==> src/rtl/phase_sequencer.sv <==
// phase_sequencer: intersection phase controller producing light step pulses and pedestrian levels
module phase_sequencer #(
    parameter int TICKS_PER_MS = 10,
    parameter int MAIN_MIN_MS  = 20000,
    parameter int SIDE_MS      = 15000,
    parameter int YELLOW_MS    = 3000,
    parameter int ALLRED_MS    = 1000,
    parameter int WALK_MS      = 10000,
    parameter int CLEAR_MS     = 5000
) (
    input  logic       CLK,
    input  logic       reset,
    input  logic       en,
    input  logic       sensor_nn,
    input  logic       sensor_ns,
    input  logic       btn_nn,
    input  logic       btn_ns,
    input  logic       btn_th,
    output logic       set_all,
    output logic       change_main,
    output logic       change_side,
    output logic       ped_walk,
    output logic       ped_clear,
    output logic [3:0] phase,
    output logic       side_req_o,
    output logic       ped_req_o
);
    localparam int PW = (TICKS_PER_MS > 1) ? $clog2(TICKS_PER_MS) : 1;
    typedef enum logic [3:0] {
        INIT, AR_START, MAIN_GREEN, MAIN_YELLOW, AR_MAIN,
        SIDE_GREEN, SIDE_YELLOW, AR_SIDE, PED_WALK, PED_CLEAR
    } state_t;
    state_t state, state_nxt;
    logic [4:0] sync1, sync2;
    logic [2:0] btn_prev;
    logic [PW-1:0] prescaler;
    logic [17:0] elapsed_ms, dur_ms;
    logic min_done, min_ok, ms_tick, up, enter, sensed, btn_rise;
    logic set_all_nxt, change_main_nxt, change_side_nxt, side_req_nxt, ped_req_nxt;

    assign phase    = state;
    assign sensed   = sync2[4] | sync2[3];
    assign btn_rise = |(sync2[2:0] & ~btn_prev);
    assign ms_tick  = en && (prescaler == PW'(TICKS_PER_MS - 1));
    assign min_ok   = min_done || (elapsed_ms >= 18'(MAIN_MIN_MS));
    assign up       = ms_tick && (elapsed_ms + 18'd1 >= dur_ms);
    assign enter    = state_nxt != state;

    // Two-flop synchronisers for the async sensors/buttons, plus a history flop for button edges
    always_ff @(posedge CLK or negedge reset) begin
        if (!reset) begin
            sync1    <= '0;
            sync2    <= '0;
            btn_prev <= '0;
        end else begin
            sync1    <= {sensor_nn, sensor_ns, btn_nn, btn_ns, btn_th};
            sync2    <= sync1;
            btn_prev <= sync2[2:0];
        end
    end

    // State, phase timer, demand latches and registered outputs
    always_ff @(posedge CLK or negedge reset) begin
        if (!reset) begin
            state       <= INIT;
            prescaler   <= '0;
            elapsed_ms  <= '0;
            min_done    <= 1'b0;
            side_req_o  <= 1'b0;
            ped_req_o   <= 1'b0;
            set_all     <= 1'b0;
            change_main <= 1'b0;
            change_side <= 1'b0;
            ped_walk    <= 1'b0;
            ped_clear   <= 1'b0;
        end else begin
            state       <= state_nxt;
            prescaler   <= (enter || ms_tick) ? '0 : en ? prescaler + PW'(1) : prescaler;
            elapsed_ms  <= enter ? '0 : ms_tick ? elapsed_ms + 18'd1 : elapsed_ms;
            min_done    <= enter ? 1'b0 : min_ok;
            side_req_o  <= side_req_nxt;
            ped_req_o   <= ped_req_nxt;
            set_all     <= set_all_nxt;
            change_main <= change_main_nxt;
            change_side <= change_side_nxt;
            ped_walk    <= state_nxt == PED_WALK;
            ped_clear   <= state_nxt == PED_CLEAR;
        end
    end

    // Next-state: timed phases advance when their duration expires; main green waits for demand
    always_comb begin
        state_nxt = state;
        case (state)
            INIT:        if (en) state_nxt = AR_START;
            AR_START:    if (up) state_nxt = MAIN_GREEN;
            MAIN_GREEN:  if (en && min_ok && (side_req_o || ped_req_o)) state_nxt = MAIN_YELLOW;
            MAIN_YELLOW: if (up) state_nxt = AR_MAIN;
            AR_MAIN:     if (up) state_nxt = side_req_o ? SIDE_GREEN : PED_WALK;
            SIDE_GREEN:  if (up) state_nxt = SIDE_YELLOW;
            SIDE_YELLOW: if (up) state_nxt = AR_SIDE;
            AR_SIDE:     if (up) state_nxt = ped_req_o ? PED_WALK : MAIN_GREEN;
            PED_WALK:    if (up) state_nxt = PED_CLEAR;
            PED_CLEAR:   if (up) state_nxt = MAIN_GREEN;
            default:     state_nxt = INIT;
        endcase
    end

    // Outputs: phase durations, pulses keyed on the destination state, and demand latching (clear wins)
    always_comb begin
        dur_ms = (state == AR_START || state == AR_MAIN || state == AR_SIDE) ? 18'(ALLRED_MS) :
                 (state == MAIN_YELLOW || state == SIDE_YELLOW) ? 18'(YELLOW_MS) :
                 (state == SIDE_GREEN) ? 18'(SIDE_MS) :
                 (state == PED_WALK) ? 18'(WALK_MS) : 18'(CLEAR_MS);
        set_all_nxt     = enter && state_nxt == AR_START;
        change_main_nxt = enter && (state_nxt inside {MAIN_GREEN, MAIN_YELLOW, AR_MAIN});
        change_side_nxt = enter && (state_nxt inside {SIDE_GREEN, SIDE_YELLOW, AR_SIDE});
        side_req_nxt    = (enter && state_nxt == SIDE_GREEN) ? 1'b0 :
                          (sensed && !(state inside {SIDE_GREEN, SIDE_YELLOW})) ? 1'b1 : side_req_o;
        ped_req_nxt     = (enter && state_nxt == PED_WALK) ? 1'b0 :
                          (btn_rise && state != PED_WALK) ? 1'b1 : ped_req_o;
    end
endmodule

==> config.mk <==
export PLATFORM = sky130hd
export DESIGN_NAME = phase_sequencer
export DESIGN_NICKNAME = d
export VERILOG_FILES = /design/src/rtl/phase_sequencer.sv
export SDC_FILE = /design/constraint.sdc
export NUM_CORES = 1
export LEC_CHECK = 0
export CAP_MARGIN = 5
export CELL_PAD_IN_SITES_DETAIL_PLACEMENT = 0
export CELL_PAD_IN_SITES_GLOBAL_PLACEMENT = 1
export CORE_ASPECT_RATIO = 1.2
export CORE_MARGIN = 1
export CORE_UTILIZATION = 46
export CTS_CLUSTER_SIZE = 20
export DETAILED_ROUTE_END_ITERATION = 7
export GPL_ROUTABILITY_DRIVEN = 0
export HOLD_SLACK_MARGIN = 0.05
export PLACE_DENSITY_LB_ADDON = 0.1
export SYNTH_ARGS = -nofsm -noshare
export SYNTH_HDL_FRONTEND = slang
export SYNTH_SLANG_ARGS = --single-unit
==> constraint.sdc <==
create_clock -name CLK -period 4.7 [get_ports CLK]
set_clock_uncertainty 0.15 [all_clocks]
set_input_delay 0.705 -clock CLK [delete_from_list [all_inputs] [get_ports CLK]]
set_output_delay 0.705 -clock CLK [all_outputs]
set_load 0.005 [all_outputs]
==> impl_metrics.py <==
metrics = {
    "timing": {
        "rsz0062_at_grt": "false",
        "setup_viol": 0,
        "maxSlewViolCount": 0,
        "worst_pin_slew_ns": 1.02,
        "final.min_clock_period_ns": 4.27,
        "hold_viol": 0,
        "final.setup.tns_ns": 0,
        "relSlewSlack": 0.320,
        "timing.fmax_mhz": 234,
        "min_period_over_period": 0.908,
        "final.setup.worst_slack_ns": 0.432,
    },
    "cells_and_area": {
        "diodes": 0,
        "regArea_um2": 1180,
        "area_delta_synth_final_pct": 11.9,
        "final_core_util": 0.529,
        "fillers": 589,
        "nNetsFinal": 336,
        "drive_gt1_frac": 0.102,
        "multi_input_area_um2": 1540,
    },
    "global_routing": {
        "gr-total-overflow": 0,
        "grt_pass1_vias": 2054,
        "antenna_found_initial": 0,
        "grt_pass1_wl_mm": 9.95,
        "grt_max_degree": 48,
        "track_usage": 0.204,
    },
    "die": {
        "die-area_um2": 6490,
        "die_height_um": 88.1,
        "start_util": 0.472,
        "core_area_um2": 6010,
        "fp.dieW_um": 73.7,
        "boundaryPins": 19,
        "rows": 31,
    },
    "clock_network": {
        "cts_tree": "done",
        "numCtsBuffers": 5,
        "clk_latency_ns": 0.31,
        "cts_max_path_buffers": 2,
        "cts.sinks": 47,
        "clk_pin_slew_worst_paths_ns": 0.10,
        "cts_htree_levels": 2,
        "post_cts_resized": 0,
        "cts_hold_buffers": 0,
        "cts_setup_buffers": 0,
        "cts_root_buffer": "clkbuf_8",
    },
    "flow_run": {
        "cap_violations": 0,
    },
    "routing": {
        "routed-via-count": 2113,
        "wirelength_mm": 5.90,
        "ant_nets": 0,
        "first_pass_iters": 4,
        "drc": 0,
        "drtIter0Drc": 67,
        "wire_per_inst_um": 14.9,
        "vias_per_cell": 5.32,
    },
    "critical_path": {
        "cp_max_fo": 23,
        "critPathKind": "register to register",
        "critPathArrivalTime_ns": 4.33,
        "worstPathRequired_ns": 4.76,
        "cp-start-kind": "register",
        "cp-end-kind": "register",
    },
    "synth": {
        "yosys.area_share.adder": 0.0617,
        "async_flop_share": 1.00,
        "syn_area_per_cell_um2": 9.53,
        "syn_area_um2": 2840,
        "synthSimpleGateAreaFrac": 0.246,
        "synth_ff_type": "dfrtp_1",
        "synth_mux_area_frac": 0.0110,
        "synth-seq-cells": 47,
        "synth_edf_count": 0,
        "synthCells": 298,
        "synthDistinctLibCells": 59,
        "ys_seq_area_frac": 0.414,
        "synth_warnings": 0,
        "synth_top_family_by_area": "simple AND/OR/NAND/NOR gates",
        "syn_nets": 320,
        "synth_xor_area_frac": 0.102,
        "synth-compound-area-share": 0.121,
    },
    "placed_design": {
        "dp_hpwl_mm": 4.29,
        "portBuffers": 18,
        "pre_cts_ws_ns": 0.457,
    },
    "pwr": {
        "leakagePower_uw": 0.00135,
        "finalPower_uw": 1130,
        "power.internal_uw": 722,
        "p_comb_frac": 0.326,
        "power_density_nw_per_um2": 356,
        "ir_drop_v": 0.000255,
        "p_seq_frac": 0.433,
        "power.switching_uw": 411,
        "swShare": 0.363,
        "clock_power_share": 0.241,
    },
    "status": {
        "status": "completed",
    },
    "hold_path": {
        "hold_class": "register to register",
    },
}
## final cells by class
| class | count | share of cell area |
|---|---|---|
| clock buffer | 5 | 0.0216 |
| clock inverter | 3 | 0.00905 |
| tap | 82 | 0.0323 |
| multi-input combinational | 224 | 0.484 |
| inverter | 12 | 0.0142 |
| sequential | 47 | 0.370 |
| timing repair buffer | 24 | 0.0693 |
## cells in the mapped netlist, types with 5 or more instances
cell type  count  area share
dfrtp_1       47        0.41
nor2_1        44       0.058
nand2_1       30       0.040
xor2_1        17       0.052
xnor2_1       16       0.049
ha_1          14       0.062
inv_1         12       0.016
a21oi_1        8       0.014
nand3_1        8       0.014
nor3_1         7       0.012
clkbuf_1       6      0.0079
nand4_1        5       0.011
nor2b_1        5       0.011
o21ai_0        5      0.0088
## routing by layer
| metal | global-route usage | up-vias | share of wire |
|---|---|---|---|
| li1 | - | 1042 | - |
| met1 | 0.248 | 1031 | 0.45 |
| met2 | 0.369 | 34 | 0.51 |
| met3 | 0.0334 | 6 | 0.026 |
| met4 | 0.0577 | 0 | 0.012 |
| met5 | 0 | - | 0 |
## through the flow
| step | cells | area [um^2] | hold WS, ns |
|---|---|---|---|
| 2_1_floorplan | 298 | 2840 | 0.181 |
| 3_3_place_gp | 389 | 3080 | 0.184 |
| 3_5_place_dp | 389 | 3080 | 0.190 |
| 4_1_cts | 397 | 3180 | 0.213 |
| 5_1_grt | 397 | 3180 | 0.217 |
| 6_report | 397 | 3180 | 0.208 |
## path summary, 6_finish.rpt
path	from	to	slack (ns)	depth (start not counted)
max	phase[2]	prescaler[1]	0.43	14
min	sync1[0]	sync2[0]	0.21	0
max reg2reg	phase[2]	prescaler[1]	0.43	14
min reg2reg	sync1[0]	sync2[0]	0.21	0
max in group asynchronous	reset	change_side	3.35	1
min in group asynchronous	reset	elapsed_ms[16]	0.41	1
## power groups by stage
stage	clock network [uW]	registers [uW]	logic, uW
4_1_cts	287	491	374
6_report	273	491	369
3_3_place_gp	0	497	366
5_1_grt	300	497	415
3_5_place_dp	0	498	373
2_1_floorplan	0	482	280
## layout by cell type, fill, tap and decap left out, types with 6 or more instances in the layout
master	n
xnor2_1	16
a21oi_1	8
buf_4	6
nor2_1	44
xor2_1	17
inv_1	12
ha_1	14
dfrtp_1	47
nand3_1	8
clkdlybuf4s50_1	17
nand2_1	30
nor3_1	7
## cell families after synthesis
group,count (synthesis)
fa+ha+maj,14
compound gates,42
simple gates,132
mux,3
flops,47
xor+xnor,33
buf+inv,27
## sequential cells by signal (all words and copies together), names as in the netlist, 3 cells and up
register,flops
elapsed_ms,18
btn_prev,3
phase,4
sync1,5
prescaler,4
sync2,5
## worst max-delay path, cell delays in order, from the launching register on
cell,delay (ns)
dfrtp_1,0.60
xnor2_1,0.13
mux2_2,0.27
or2_2,0.28
and2_1,0.17
ha_1,0.26
nand2_1,0.07
o21ai_0,0.11
o31ai_1,0.29
o211ai_1,0.16
a2111oi_4,0.53
nor2_2,0.10
or3_4,0.39
a31o_4,0.35
a2111oi_4,0.29
No activity file was read; power rests on OpenSTA's default activity.
